## src/rtl/b2g_converter.sv

```systemverilog
// Binary <-> Gray code converter: zero-latency binary->Gray view of din plus a
// one-cycle registered result whose direction is chosen per sample by mode.
module b2g_converter #(
    parameter int WIDTH = 4
) (
    input  logic             clk,
    input  logic             rst_n,
    input  logic             in_valid,
    input  logic             mode,
    input  logic [WIDTH-1:0] din,
    output logic [WIDTH-1:0] gray_comb,
    output logic [WIDTH-1:0] dout,
    output logic             out_valid,
    output logic             out_mode
);

    logic [WIDTH-1:0] b2g_w;
    logic [WIDTH-1:0] g2b_w;
    logic [WIDTH-1:0] dout_d;
    logic [WIDTH-1:0] dout_q;
    logic             out_valid_q;
    logic             out_mode_q;

    assign b2g_w = din ^ (din >> 1);

    // Each binary bit is the XOR of all Gray bits at or above it; written as a
    // reduction per bit so there is no combinational chain through one vector.
    generate
        for (genvar gi = 0; gi < WIDTH; gi++) begin : g_g2b
            assign g2b_w[gi] = ^din[WIDTH-1:gi];
        end
    endgenerate

    always_comb begin
        dout_d = b2g_w;
        if (mode) begin
            dout_d = g2b_w;
        end
    end

    always_ff @(posedge clk or negedge rst_n) begin
        if (!rst_n) begin
            dout_q      <= '0;
            out_valid_q <= 1'b0;
            out_mode_q  <= 1'b0;
        end else begin
            out_valid_q <= in_valid;
            // Data and mode only move on accepted samples so idle din/mode never leak out.
            if (in_valid) begin
                dout_q     <= dout_d;
                out_mode_q <= mode;
            end
        end
    end

    assign gray_comb = b2g_w;
    assign dout      = dout_q;
    assign out_valid = out_valid_q;
    assign out_mode  = out_mode_q;

endmodule

```

## config.mk

```make
export PLATFORM = sky130hd
export DESIGN_NAME = b2g_converter
export DESIGN_NICKNAME = d
export VERILOG_FILES = /design/src/rtl/b2g_converter.sv
export SDC_FILE = /design/constraint.sdc
export NUM_CORES = 1
export LEC_CHECK = 0
export BUFFER_PORTS_ARGS = -buffer_cell sky130_fd_sc_hd__buf_2
export CAP_MARGIN = 20
export CORE_AREA = 2 2 39 41
export DETAILED_ROUTE_END_ITERATION = 10
export DIE_AREA = 0 0 41 43
export SYNTH_ARGS = -nofsm -noshare
export SYNTH_HDL_FRONTEND = slang
export SYNTH_SLANG_ARGS = --single-unit
export TNS_END_PERCENT = 20
```

## constraint.sdc

```tcl
create_clock -name clk -period 1.5 [get_ports clk]
set_input_delay 0.375 -clock clk [delete_from_list [all_inputs] [get_ports clk]]
set_output_delay 0.375 -clock clk [all_outputs]
set_load 0.05 [all_outputs]
```

==> key figures, run 1 <==
Layout
  – Net count, final: 50
  – Post-layout utilization of the core: 30.74%
  – Number of antenna cells inserted: 0
  – Post-layout instance area: 425.4 µm²
  – Register cell area after layout: 150.1 µm²
  – Layout overhead on the synthesized area: 51.79%
  – Multi-input gate area: 137.6 µm²
  – Filler instances: 154
  – Layout cells sized above 1: 70.00%

Power
  – Seq pwr share: 35.5%
  – Switching fraction of total power: 38.60%
  – Pwr/cell area: 1273 nW/µm²
  – Leakage Power: 0.2092 nW
  – Combinational share of power: 38.4%
  – Clock share of power: 26.1%
  – Power spent charging and discharging nets: 0.0002090 W
  – Maximum VDD drop: 0.3653 mV
  – Total internal power: 0.0003325 W

STA
  – Final worst-path cycle share: 91.76%
  – Fin Setup TNS: 0 ns
  – Worst setup skew after layout: 0 ns
  – Final hold violations: 0
  – Clock period minus final worst setup slack: 1.376 ns
  – Peak Freq: 0.7266 GHz
  – Unrepaired setup endpoints after global routing: no
  – Worst relative slew slack: 83.43%
  – Final setup vio count: 0
  – Actual slew at the worst max-slew pin: 0.2503 ns
  – Hold Slack: 0.3538 ns
  – Max Slew Vio Count: 0

Worst setup path
  – Delay-heaviest family, CP: buffers and inverters
  – Path type of the worst setup path: primary input to output port
  – Highest-delay cell along the critical path: buf_2
  – Worst Path Buf+Inv: 2
  – Cell mode on critical path: buf_2
  – Cells along the critical path: buf_2 -> xor2_2 -> buf_2
  – Longest individual stage delay on the worst path: 0.30 ns
  – Critical path data arrival time: 1.00 ns
  – Critical path capture point type: output port
  – Required @ worst endpoint: 1.12 ns
  – Largest driver fanout on the critical path: 4
  – Crit path launch type: primary input

Clocking
  – Post-CTS sizing: 0
  – Clock tree from TritonCTS: yes
  – Number of levels the H-tree was split into: 1
  – Clock Sinks: 6
  – Clock latency on the worst-skew pair: 0.24 ns
  – Clock Root Buffer: clkbuf_4
  – TritonCTS buffer count: 3
  – Clk slew on worst S/H paths: 0.04 ns
  – Maximum number of buffers from clock root to sink: 2

Logic synthesis
  – Area of the mapped netlist: 280.3 µm²
  – Library cells used by synthesis: 12
  – Gate Count Post-Synth: 20
  – Number of warnings issued by yosys: 0
  – #FFs+latches synth: 6
  – Synthesized area per cell: 14.01 µm²
  – Sequential-to-total area share from yosys stat: 53.57%
  – Synth Net Count: 28

Floorplan
  – Core footprint: 1384 µm²
  – I/O pins: 18
  – Die width: 41 µm
  – Floorplan die height: 43 µm
  – Initial Util: 20.25%
  – Number of standard-cell rows in the floorplan: 14
  – Area of the die: 1763 µm²

Global route
  – Global-route total usage across every layer: 8.687%
  – Residual overflow from global routing: 0
  – Maximum number of pins on one net before global-route repair: 8
  – Antenna violations before repair: 0
  – Vias in the first global route: 223
  – Wire length of the first global-routing pass: 903 µm

Placement
  – Placement-stage cell area: 392.9 µm²
  – RePlAce Congestion: 0.6282
  – Number of input and output port buffers inserted: 17

Route
  – Post-DRT Antenna Nets: 0
  – Routed vias: 225
  – Via count normalized by instance count: 4.018
  – Routed Wire Length: 574 µm
  – Detailed router's first-iteration violation count: 0
  – Drc violations: 0
  – WL/cell: 10.25 µm
  – 1st-pass router iterations: 1

Outcome
  – Run status: completed

Flow run
  – MaxCap Viol Count: 0

Min path
  – Worst min-delay path category: primary input to register
layer usage:
layer	global-route usage, %	share of wire (%)	routed length [µm]
met4	4.000	0	0
met5	0	0	0
met2	12.81	56	321
met3	9.424	9.4	54
met1	6.885	34	198
cells in the mapped netlist:
cell type  count  share of area (%)
dfrtp_1        6                 54
mux2_2         3                 12
xor2_1         2                6.3
a21o_1         1                2.7
a31o_2         1                3.1
buf_4          1                2.7
mux2_4         1                5.4
nand2_1        1                1.3
nand3_1        1                1.8
nor2b_1        1                2.2
xnor2_1        1                3.1
xor2_2         1                5.8
metrics by stage:
step           power (W)  std cells  worst slack (ns)
2_1_floorplan  0.0003469         20           0.06277
3_3_place_gp   0.0004018         52            0.1311
3_5_place_dp   0.0004041         52            0.1201
4_1_cts        0.0005537         56            0.1177
5_1_grt        0.0005795         56           0.08741
6_report       0.0005415         56            0.1237
final timing paths:
path                                 startpoint              endpoint  slack, ns  cells past startpoint
hold reg to reg            out_mode$_DFFE_PN0P_  out_mode$_DFFE_PN0P_       0.50                      1
hold / removal                         in_valid   out_valid$_DFF_PN0_       0.35                      1
setup / recovery                         din[3]          gray_comb[2]       0.12                      3
min in group asynchronous                 rst_n   dout[1]$_DFFE_PN0P_       0.49                      2
max in group asynchronous                 rst_n   dout[3]$_DFFE_PN0P_       0.87                      2
setup reg to reg            dout[0]$_DFFE_PN0P_   dout[0]$_DFFE_PN0P_       0.68                      2
cell usage in the layout (no fill, tap or decap), drive strengths merged:
master / count
dlygate4sd3: 1
a21o: 1
nand3: 1
a31o: 1
xor2: 3
clkbuf: 3
nor2b: 1
xnor2: 1
mux2: 4
dfrtp: 6
buf: 17
nand2: 1
worst register-to-register path, stage by stage (launching register included):
cell and delay, ns:
dfrtp_1 0.36, nor2b_1 0.13, a31o_2 0.21
power groups by stage:
stage | combinational, W | clock, W | sequential, W
floorplan | 0.0000804 | 0 | 0.000266
global placement | 0.000207 | 0 | 0.000195
detailed placement | 0.000208 | 0 | 0.000196
CTS | 0.000211 | 0.000150 | 0.000193
global route | 0.000219 | 0.000166 | 0.000195
finish | 0.000208 | 0.000141 | 0.000192
flip-flops by register name (all words and copies together), names as in the netlist:
name       flops
dout           4
out_mode       1
out_valid      1
repair_timing:
action	in CTS	in global routing
endpoints found under the hold margin	6	0
setup buffers	0	0
hold buffers	1	0
area by class of cell:
type,instances,share of cell area (%)
Clock buffer,3,5.294
Sequential cell,6,35.29
Timing Repair Buffer,18,22.35
Multi-Input combinational cell,13,32.35
Tap cell,16,4.706
cells by family (layout without fill, tap and decap cells):
logic type | after synthesis | after routing | share of synthesized area (%)
XOR/XNOR | 4 | 4 | 15.18
buffers and inverters | 1 | 21 | 2.680
AO/OA/AOI/OAI | 2 | 2 | 5.805
multiplexers | 4 | 4 | 17.41
flip-flops | 6 | 6 | 53.57
AND/OR/NAND/NOR | 3 | 3 | 5.356
(Power assumes the default switching activity.)
==> inputs of run 2 (changes only) <==
CELL_PAD_IN_SITES_DETAIL_PLACEMENT = 0   (was not set)
CELL_PAD_IN_SITES_GLOBAL_PLACEMENT = 1   (was not set)
PLACE_DENSITY_LB_ADDON = 0.1   (was not set)
==> key figures, run 2 (synthesis results as in run 1) <==
Route
  – WL/cell: 10.27 µm
  – 1st-pass router iterations: 1
  – Routed vias: 222
  – Post-DRT Antenna Nets: 0
  – Routed Wire Length: 575 µm
  – Drc violations: 0
  – Detailed router's first-iteration violation count: 0
  – Via count normalized by instance count: 3.964

Floorplan
  – I/O pins: 18
  – Floorplan die height: 43 µm
  – Initial Util: 20.25%
  – Area of the die: 1763 µm²
  – Number of standard-cell rows in the floorplan: 14
  – Core footprint: 1384 µm²
  – Die width: 41 µm

STA
  – Final worst-path cycle share: 92.41%
  – Worst relative slew slack: 83.45%
  – Final setup vio count: 0
  – Actual slew at the worst max-slew pin: 0.2500 ns
  – Clock period minus final worst setup slack: 1.386 ns
  – Unrepaired setup endpoints after global routing: no
  – Worst setup skew after layout: 0 ns
  – Fin Setup TNS: 0 ns
  – Max Slew Vio Count: 0
  – Peak Freq: 0.7215 GHz
  – Final hold violations: 0

Worst setup path
  – Required @ worst endpoint: 1.12 ns
  – Critical path capture point type: output port
  – Crit path launch type: primary input
  – Flop2flop setup slack: 0.68 ns
  – Path type of the worst setup path: primary input to output port
  – Worst r2r src: dout[0]$_DFFE_PN0P_
  – Largest driver fanout on the critical path: 4
  – Reg2Reg Depth: 2
  – Reg-to-Reg End: dout[0]$_DFFE_PN0P_
  – Critical path data arrival time: 1.01 ns

Global route
  – Vias in the first global route: 247
  – Global-route total usage across every layer: 8.485%
  – Residual overflow from global routing: 0
  – Antenna violations before repair: 0
  – Wire length of the first global-routing pass: 938 µm
  – Maximum number of pins on one net before global-route repair: 8

Clocking
  – Post-CTS sizing: 0
  – Clock tree from TritonCTS: yes
  – TritonCTS buffer count: 3
  – Clock Sinks: 6
  – Clock Root Buffer: clkbuf_4
  – Clk slew on worst S/H paths: 0.05 ns
  – Number of levels the H-tree was split into: 1
  – Maximum number of buffers from clock root to sink: 2
  – Clock latency on the worst-skew pair: 0.24 ns

Min path
  – Cell count of the worst hold path: 1
  – Hold-critical path endpoint: out_valid$_DFF_PN0_
  – Worst min-delay path category: primary input to register
  – Start point of the worst hold path: in_valid

Layout
  – Most frequent cells in the layout: 17 x buf_2, 6 x dfrtp_1, 3 x xor2_2, 3 x mux2_2, 3 x clkbuf_4
  – Layout cells sized above 1: 70.00%
  – Filler instances: 153
  – Commonest non-fill, non-tap cell in the layout: buf_2
  – Multi-input gate area: 137.6 µm²
  – Number of flip-flops under the largest register name: 4
  – Register cell area after layout: 150.1 µm²
  – Number of antenna cells inserted: 0
  – Final non-filler cell total: 56
  – Net count, final: 50
  – Layout overhead on the synthesized area: 51.79%

Flow run
  – MaxCap Viol Count: 0

Power
  – Pwr/cell area: 1281 nW/µm²
  – Maximum VDD drop: 0.4845 mV
  – Leakage Power: 0.2092 nW
  – Power, Total: 0.0005448 W

Placement
  – Number of input and output port buffers inserted: 17
  – Number of placed cells counting well taps: 52
  – RePlAce Congestion: 0.7227

Outcome
  – Run status: completed
run 2: area by class of cell:
class	instances	share of cell area, %
Tap cell	16	4.706
Multi-Input combinational cell	13	32.35
Sequential cell	6	35.29
Clock buffer	3	5.294
Timing Repair Buffer	18	22.35
run 2: report_power, final:
| group | internal (W) | switching, W | total [W] |
|---|---|---|---|
| Sequential | 0.000183 | 0.00000874 | 0.000191 |
| Clock | 0.0000903 | 0.0000553 | 0.000146 |
| Combinational | 0.0000597 | 0.000148 | 0.000208 |
run 2: layer usage:
layer	vias to the layer above	global-route usage [%]	share of wire, %
met3	0	9.424	9.0
met2	9	12.81	51
met5	-	0	0
met4	0	0	0
li1	109	-	-
met1	104	8.197	40
run 2: timing repair:
action                     in CTS  in global routing
setup buffers                   0                  0
hold buffers                    1                  0
hold endpoints to repair        6                  0
setup endpoints to repair       0                  0
run 2: through the flow:
stage          instance area, µm²  util, %  setup slack, ns  hold slack (ns)
6_report                    425.4    30.74           0.1139           0.3464
3_5_place_dp                392.9    28.39           0.1064           0.2095
2_1_floorplan               295.3        -          0.06277          0.07941
5_1_grt                     425.4    30.74          0.05234           0.3311
3_3_place_gp                392.9    28.39           0.1249           0.2074
4_1_cts                     425.4    30.74           0.1121           0.3386
run 2: worst max-delay path, cell delays in order:
cell,delay [ns]
buf_2,0.13
xor2_2,0.21
buf_2,0.30
run 2: how the worst max path moves through the flow:
stage	startpoint	to	slack, ns	cells after the start
finish	din[3]	gray_comb[2]	0.11	3
global route	din[3]	gray_comb[2]	0.05	3
CTS	din[3]	gray_comb[2]	0.11	3
detailed placement	din[3]	gray_comb[2]	0.11	3
global placement	din[3]	gray_comb[2]	0.12	3
floorplan	din[1]	dout[1]$_DFFE_PN0P_	0.06	3
